[src/rtl/synth_pkg.sv]
// Shared types and constants for the synth voice datapath.
// Holds the envelope state encoding and the common sample width.
package synth_pkg;

  localparam int SAMPLE_W = 8;

  typedef enum logic [2:0] {
    IDLE,
    ATTACK,
    DECAY,
    SUSTAIN,
    RELEASE
  } env_state_t;

endpackage

[src/rtl/env_tick.sv]
// Envelope prescaler: counts 0..TICK_DIV-1 and flags the last count as tick.
// A synchronous clear restarts the count so every envelope stage begins on a full period.
module env_tick #(
  parameter int TICK_DIV = 150
) (
  input  logic clk,
  input  logic nRst,
  input  logic clear,
  output logic tick
);

  localparam logic [9:0] LAST = 10'(TICK_DIV - 1);

  logic [9:0] count;

  assign tick = (count == LAST);

  always_ff @(posedge clk or posedge nRst) begin
    if (nRst) begin
      count <= '0;
    end else if (clear || tick) begin
      count <= '0;
    end else begin
      count <= count + 10'd1;
    end
  end

endmodule

[src/rtl/adsr_envelope.sv]
// ADSR envelope generator with a registered sample scaler.
// The gate drives stage changes immediately; level only moves on prescaler ticks.
module adsr_envelope
  import synth_pkg::*;
#(
  parameter int TICK_DIV = 150,
  parameter int ATK_STEP = 4,
  parameter int DEC_STEP = 2,
  parameter int REL_STEP = 1
) (
  input  logic                clk,
  input  logic                nRst,
  input  logic                gate,
  input  logic [SAMPLE_W-1:0] sample_in,
  input  logic [SAMPLE_W-1:0] sustain_lvl,
  output logic [SAMPLE_W-1:0] sample_out,
  output logic [SAMPLE_W-1:0] env_level,
  output logic                busy
);

  localparam logic [8:0] ATK9 = 9'(ATK_STEP);
  localparam logic [8:0] DEC9 = 9'(DEC_STEP);
  localparam logic [8:0] REL9 = 9'(REL_STEP);

  env_state_t     state, state_next;
  logic [7:0]     level, level_next;
  logic           busy_r;
  logic           tick;
  logic           clear;
  logic [8:0]     sum9;
  logic [8:0]     gap9;
  logic [15:0]    product;

  env_tick #(
    .TICK_DIV(TICK_DIV)
  ) u_tick (
    .clk  (clk),
    .nRst (nRst),
    .clear(clear),
    .tick (tick)
  );

  // Each stage starts its own tick period, so the prescaler restarts on any state change.
  assign clear   = (state == IDLE) || (state_next != state);
  assign sum9    = {1'b0, level} + ATK9;
  assign gap9    = {1'b0, level} - {1'b0, sustain_lvl};
  assign product = 16'(sample_in) * 16'(level);

  // Gate checks come first in every stage so they win over a coincident tick.
  always_comb begin
    state_next = state;
    level_next = level;
    case (state)
      IDLE: begin
        if (gate) state_next = ATTACK;
      end
      ATTACK: begin
        if (!gate) begin
          state_next = RELEASE;
        end else if (tick) begin
          if (sum9 >= 9'd255) begin
            level_next = 8'hFF;
            state_next = DECAY;
          end else begin
            level_next = sum9[7:0];
          end
        end
      end
      DECAY: begin
        if (!gate) begin
          state_next = RELEASE;
        end else if (level <= sustain_lvl) begin
          state_next = SUSTAIN;
        end else if (tick) begin
          if (gap9 <= DEC9) begin
            level_next = sustain_lvl;
            state_next = SUSTAIN;
          end else begin
            level_next = 8'({1'b0, level} - DEC9);
          end
        end
      end
      SUSTAIN: begin
        if (!gate) state_next = RELEASE;
      end
      RELEASE: begin
        if (gate) begin
          state_next = ATTACK;
        end else if (tick) begin
          if ({1'b0, level} <= REL9) begin
            level_next = 8'd0;
            state_next = IDLE;
          end else begin
            level_next = 8'({1'b0, level} - REL9);
          end
        end
      end
      default: begin
        state_next = IDLE;
        level_next = 8'd0;
      end
    endcase
  end

  always_ff @(posedge clk or posedge nRst) begin
    if (nRst) begin
      state      <= IDLE;
      level      <= 8'd0;
      busy_r     <= 1'b0;
      sample_out <= '0;
    end else begin
      state      <= state_next;
      level      <= level_next;
      busy_r     <= (state_next != IDLE);
      sample_out <= product[15:8];
    end
  end

  assign env_level = level;
  assign busy      = busy_r;

endmodule

[config.mk]
export PLATFORM = sky130hd
export DESIGN_NAME = adsr_envelope
export DESIGN_NICKNAME = d
export VERILOG_FILES = /design/src/rtl/synth_pkg.sv /design/src/rtl/env_tick.sv /design/src/rtl/adsr_envelope.sv
export SDC_FILE = /design/constraint.sdc
export NUM_CORES = 1
export LEC_CHECK = 0
export CAP_MARGIN = 20
export CORE_ASPECT_RATIO = 1.2
export CORE_MARGIN = 2
export CORE_UTILIZATION = 58
export CTS_BUF_LIST = sky130_fd_sc_hd__clkbuf_2
export CTS_CLUSTER_DIAMETER = 30
export DETAILED_ROUTE_END_ITERATION = 6
export DONT_BUFFER_PORTS = 1
export GPL_ROUTABILITY_DRIVEN = 0
export PLACE_DENSITY = 0.81
export SETUP_SLACK_MARGIN = 0.1
export SLEW_MARGIN = 20
export SYNTH_ARGS = -nofsm -noshare
export SYNTH_HDL_FRONTEND = slang
export SYNTH_HIERARCHICAL = 1
export SYNTH_SLANG_ARGS = --single-unit
[constraint.sdc]
create_clock -name clk -period 6.2 [get_ports clk]
set_input_delay 1.24 -clock clk [delete_from_list [all_inputs] [get_ports clk]]
set_output_delay 1.24 -clock clk [all_outputs]
set_load 0.02 [all_outputs]
==> summary.md, run 1 <==
| Metric | Value |
|---|---|
| Status | `finished clean` |
| Syn nets | `623` |
| Post-route minimum period | `4.91 ns` |
| Setup_tns | `0 ns` |
| Tcrit/Tclk final | `0.791` |
| Dpl hpwl | `7770 um` |
| Cts bufs inserted | `5` |
| Synth Register Bits | `30` |
| Total global-route track usage | `0.251` |
| # hold bufs at CTS | `0` |
| Worst hold margin | `0.588 ns` |
| Initial antenna violation count | `0` |
| Synth Flop Type | `dfrtp_1` |
| Max H-tree Level | `2` |
| Static leakage power | `0.00221 uW` |
| Synth top area cells | `dfrtp_1 (17%), fa_1 (16%), ha_1 (15%)` |
| Most frequent cells in the layout | `inv_1 (71), nand2_1 (58), ha_1 (53)` |
| Area post-placement | `0.00447 mm2` |
| Register area share after synthesis | `0.170` |
| Final hold vios | `0` |
| Worst path max stage delay | `0.92 ns` |
| Max Slew Vio Count | `0` |
| Yosys warns | `6` |
| Multi-input logic area | `0.00331 mm2` |
| Post-DR vias/cell | `6.03` |
| Fin area | `0.00454 mm2` |
| Layout net count | `616` |
| I/O pin total | `36` |
| Area Overhead vs Synth | `2.89%` |
| PortBufs | `0` |
| Worst skew pair latency | `0.37 ns` |
| Routed Antenna Nets | `0` |
| Hold crit path type | `reg2reg` |
| Row cnt | `34` |
| Die H | `99.6 um` |
| CP required | `6.47 ns` |
| CP Capture Type | `flip-flop` |
| Detailed Route Iter0 Violations | `266` |
| Die ar. | `0.00832 mm2` |
| Core region area | `0.00732 mm2` |
| Vias in the first global route | `3,673` |
| Async SR Flop Fraction | `1.00` |
| CP Max Fanout | `21` |
| Crit Path Category | `reg2reg` |
| Reg area | `751 um2` |
| Drt drc | `0` |
| Sink Count | `30` |
| PostCTS Resize Cnt | `0` |
| Number of synthesized flops with an enable pin | `0` |
| Finished Core Util | `0.621` |
| Setup bufs post-CTS | `0` |
| CTS tree | `yes` |
| Critical Path Start Type | `flip-flop` |
| Most common cell after layout, fill and taps aside | `inv_1` |
| Clock transition at path regs | `0.19 ns` |
| Post-Syn Instances | `515` |
| WP data arrival | `5.18 ns` |
| Fillers | `619` |
| Layout cells sized above 1 | `0.0589` |
| RSZ-0062 raised after global routing | `false` |
| Count of final setup violators | `0` |
| TritonRoute pass-1 iters | `5` |
| Max-Cap Viols | `0` |
| Worst clock skew | `0.00878 ns` |
| First-pass GRT wire length | `17,200 um` |
| Most frequent CP cell | `fa_1` |
| Clk buf depth | `2` |
| Vias | `3,612` |
| Post-synth top area share | `0.170` |
| Cells along the critical path | `nand2_1 > fa_1 > fa_1 > inv_1 > fa_1 > fa_1 > ha_1 > a21o_1 > a21oi_1 > o221ai_1 > a21oi_1 > nor4b_1 > a211o_1` |
| Slew @ Worst Pin | `1.01 ns` |
| Post-synthesis cell area | `0.00441 mm2` |
| Gr ovfl total | `0` |
| Starting density of the core | `0.603` |
| Pwr/cell area | `293 mW/mm2` |
| Max_slew headroom | `0.321` |
| Crit path max-delay cell type | `dfrtp_1` |
| Worst path bufs/invs | `1` |
| CTS root buffer | `clkbuf_2` |
| Synth area leader | `dfrtp_1` |
| N_diodes | `0` |
| Syn Area/Cell | `8.57 um2` |
| Largest net degree at the start of global routing | `22` |
| Chip width | `83.6 um` |
| Routed WL per cell | `16.2 um` |
| Final wirelength | `9710 um` |
| CP top delay family | `adder cells` |
| Worst vdd ir | `0.222 mV` |
| Yosys cell types | `69` |
| F_max | `204 MHz` |
## final cells by class
cell class              instances  share of cell area
multi-input cells             396               0.729
clock buffers                   5             0.00551
clock inverters                 3             0.00992
flip-flops and latches         30               0.165
inverters                      71              0.0587
repair buffers                  4             0.00661
well taps                      90              0.0248
## state kept, by name (all words and copies together), names as in the netlist
register,flops
state,3
u_tick/count,10
busy,1
env_level,8
sample_out,8
## final timing paths
| kind | from | to | slack, ns | depth (start not counted) |
|---|---|---|---|---|
| max reg2reg | env_level[4] | sample_out[5] | 1.29 | 13 |
| min reg2reg | u_tick/count[0] | u_tick/count[0] | 0.59 | 1 |
| max | env_level[4] | sample_out[5] | 1.29 | 13 |
| min in group asynchronous | nRst | u_tick/count[9] | 0.69 | 1 |
| max in group asynchronous | nRst | sample_out[0] | 4.76 | 1 |
| min | u_tick/count[0] | u_tick/count[0] | 0.59 | 1 |
## synth_stat cells, drive strengths merged (3+ instances only)
library cell	count
o221ai	3
o21a	3
xnor2	16
xor2	5
nand4	5
buf	4
nand2b	4
and2	33
nor2	26
dfrtp	30
and3	4
ha	53
nor3	4
a221oi	4
a21oi	23
a31oi	6
nor3b	5
a211oi	3
inv	71
o21ai	22
o311ai	3
or3	8
nor2b	8
nand3	18
fa	36
a21o	4
clkbuf	14
nand2	58
a211o	3
## routing by layer
layer	vias to the layer above	part of all wire	GRT usage
met1	1738	0.41	0.322
met3	6	0.058	0.0373
met5	-	0	0
met4	0	0.0065	0.0459
li1	1742	-	-
met2	126	0.52	0.454
## kinds of logic (layout without fill, tap and decap cells)
| kind of cell | count (synthesis) | after routing | synth area share |
|---|---|---|---|
| adder cells (fa/ha/maj) | 89 | 89 | 0.314 |
| XOR/XNOR | 21 | 21 | 0.0417 |
| multiplexers | 2 | 2 | 0.00595 |
| AO/OA/AOI/OAI | 101 | 101 | 0.169 |
| flip-flops | 30 | 30 | 0.170 |
| buffers and inverters | 89 | 83 | 0.0797 |
| AND/OR/NAND/NOR | 183 | 183 | 0.220 |
## power by group
| group | internal [uW] | switching (uW) | total [uW] |
|---|---|---|---|
| registers | 229 | 88.8 | 318 |
| clock network | 67.8 | 77.7 | 146 |
| logic | 367 | 499 | 866 |
## stage by stage
stage               std cells  total power (uW)  setup WS (ns)
detailed placement        591              1170          0.985
global placement          591              1140           1.08
floorplan                 515               997           1.12
global route              599              1470          0.993
finish                    599              1330           1.29
CTS                       599              1330           1.32
(Power assumes the default switching activity.)
==> run 2: changes to the inputs <==
- clock period: 6.2 -> 4.81 ns (I/O delays scaled with it)
==> run 2 against run 1 <==
  * Die area is the same
  * Clock skew shrank 0.0030 ns
  * Sequential power grew 19%
  * Critical path depth is the same
  * Largest cell class unchanged
==> summary.md, run 2 (same netlist as run 1, synthesis figures left out) <==
| Metric | Value |
|---|---|
| Setup_tns | `0 ns (unchanged)` |
| Core region area | `0.00732 mm2 (unchanged)` |
| Final wirelength | `9710 um (about the same)` |
| Reg with most FFs | `u_tick/count` |
| Reg-to-reg startpoint | `env_level[7]` |
| CP Max Fanout | `9 (-57%)` |
| CTS tree | `yes` |
| Most common cell after layout, fill and taps aside | `inv_1` |
| P_sw | `850 uW (+28%)` |
| Post-DR vias/cell | `6.08 (+0.90%)` |
| Tcrit/Tclk final | `0.931 (+0.139)` |
| Post-route minimum period | `4.48 ns (-0.430 ns)` |
| PostCTS Resize Cnt | `0 (unchanged)` |
| Slew @ Worst Pin | `0.940 ns (-0.0697 ns)` |
| Dpl hpwl | `7890 um (+1.6%)` |
| Clk buf depth | `2 (unchanged)` |
| Count of final setup violators | `0 (unchanged)` |
| Comb power frac | `0.659 (+0.008)` |
| Layout net count | `621 (+0.81%)` |
| # hold bufs at CTS | `0 (unchanged)` |
| Vias | `3,675 (+1.7%)` |
| Routed WL per cell | `16.1 um (-0.85%)` |
| Layout cells sized above 1 | `0.0681 (+0.00915)` |
| First-pass GRT wire length | `17,300 um (+0.20%)` |
| Path depth of the worst reg2reg path | `13 (unchanged)` |
| Chip width | `83.6 um (unchanged)` |
| CTS root buffer | `clkbuf_2` |
| Max_slew headroom | `0.368 (+0.0469)` |
| Row cnt | `34 (unchanged)` |
| Final hold vios | `0 (unchanged)` |
| CP required | `5.09 ns (-1.38 ns)` |
| CP Capture Type | `flip-flop` |
| Clk pwr share | `0.129 (+0.020)` |
| Flop pwr share | `0.213 (-0.026)` |
| Routed Antenna Nets | `0 (unchanged)` |
| TritonRoute pass-1 iters | `5 (unchanged)` |
| Max-Cap Viols | `0 (unchanged)` |
| PortBufs | `0 (unchanged)` |
| Worst clock skew | `0.00580 ns (-0.00298 ns)` |
| Worst hold margin | `0.420 ns (-0.167 ns)` |
| Fillers | `609 (-1.6%)` |
| Sink Count | `30 (unchanged)` |
| Worst reg2reg endpoint | `sample_out[5]` |
| Vias in the first global route | `3,853 (+4.9%)` |
| Initial antenna violation count | `0 (unchanged)` |
| Detailed Route Iter0 Violations | `162 (-39%)` |
| Finished Core Util | `0.629 (+0.00821)` |
| N_diodes | `0 (unchanged)` |
| Total global-route track usage | `0.251 (+0.000398)` |
| Drt drc | `0 (unchanged)` |
| Status | `finished clean` |
| R2r setup slk | `0.33 ns (-0.96 ns)` |
| RSZ-0062 raised after global routing | `false` |
| Crit Path Category | `reg2reg` |
| Clock transition at path regs | `0.16 ns (-0.03 ns)` |
| Gr ovfl total | `0 (unchanged)` |
| Die H | `99.6 um (unchanged)` |
| Critical Path Start Type | `flip-flop` |
| Setup bufs post-CTS | `0 (unchanged)` |
| F_max | `223 MHz (+9.6%)` |
| Pwr/cell area | `387 mW/mm2 (+32%)` |
| I/O pin total | `36 (unchanged)` |
| Sw Share | `0.477 (-0.0236)` |
| P_int | `932 uW (+40%)` |
| Worst skew pair latency | `0.37 ns (about the same)` |
| Worst vdd ir | `0.335 mV (+51%)` |
| Largest register FFs | `10 (unchanged)` |
| Most frequent cells in the layout | `inv_1 (71), nand2_1 (58), ha_1 (53)` |
| Cts bufs inserted | `5 (unchanged)` |
| WP data arrival | `4.75 ns (-0.43 ns)` |
| Total power | `1780 uW (+34%)` |
| Starting density of the core | `0.603 (unchanged)` |
| Max Slew Vio Count | `0 (unchanged)` |
| Die ar. | `0.00832 mm2 (unchanged)` |
| Max H-tree Level | `2 (unchanged)` |
| Hold crit path type | `in2async` |
| Static leakage power | `0.00225 uW (+1.9%)` |
| Area Overhead vs Synth | `4.25%` |
| Largest net degree at the start of global routing | `21 (-4.5%)` |
## run 2: cell types whose count changed in the layout (fill, tap and decap cells not counted)
| cell | change |
|---|---|
| clkinv_1 | +1 |
| clkinvlp_4 | -2 |
| buf_4 | +5 |
| bufinv_16 | +1 |
| a21oi_1 | -1 |
| a21oi_2 | +1 |
## run 2: how the worst max path moves through the flow
stage / startpoint / endpoint / slack [ns] / cells past startpoint
floorplan: sample_in[5] / sample_out[5] / 0.09 / 14
global placement: sample_in[0] / sample_out[5] / 0.08 / 13
detailed placement: sample_in[0] / sample_out[5] / 0.02 / 13
CTS: env_level[7] / sample_out[5] / 0.35 / 13
global route: env_level[7] / sample_out[7] / 0.11 / 13
finish: env_level[7] / sample_out[5] / 0.33 / 13
## run 2: worst max-delay path, stage by stage (launching register included)
cell	delay, ns
dfrtp_1	0.58
nand2_1	0.15
fa_1	0.53
fa_1	0.56
inv_1	0.06
fa_1	0.51
fa_1	0.49
ha_1	0.32
a21o_1	0.19
a21oi_1	0.18
o221ai_1	0.23
a21oi_2	0.27
nor4b_1	0.08
a211o_1	0.23
## run 2: metrics by stage
stage | instances | instance area [um2] | setup WS (ns)
6_report | 604 | 4600 | 0.333
5_1_grt | 604 | 4600 | 0.107
4_1_cts | 604 | 4600 | 0.351
3_5_place_dp | 596 | 4510 | 0.0152
3_3_place_gp | 596 | 4510 | 0.0756
2_1_floorplan | 515 | 4420 | 0.0863
## run 2: layout make-up
cell class                      count  area, um2  share of cell area
Clock buffer                        5       25.0             0.00544
Tap cell                           90        113              0.0245
Timing Repair Buffer                9       67.6              0.0147
Sequential cell                    30        751               0.163
Clock inverter                      3       63.8              0.0139
Inverter                           71        267              0.0579
Multi-Input combinational cell    396       3310               0.720
## run 2: per-layer routing
layer	global-route usage	share of wire	vias up
met2	0.450	0.52	124
met5	0	0	-
li1	-	-	1745
met3	0.0539	0.058	22
met4	0.0943	0.024	0
met1	0.295	0.40	1784
## run 2: power groups by stage
stage	Sequential, uW	Clock (uW)	Combinational (uW)
final	379	229	1170
after global routing	386	246	1340
after CTS	379	236	1180
after detailed placement	381	0	1160
after global placement	385	0	1120
after floorplan	382	0	906
==> run 3: changes to the inputs <==
- TNS_END_PERCENT: default -> 10
==> results of run 3 <==
The final DEF is identical to that of run 2; final timing and power are the same.
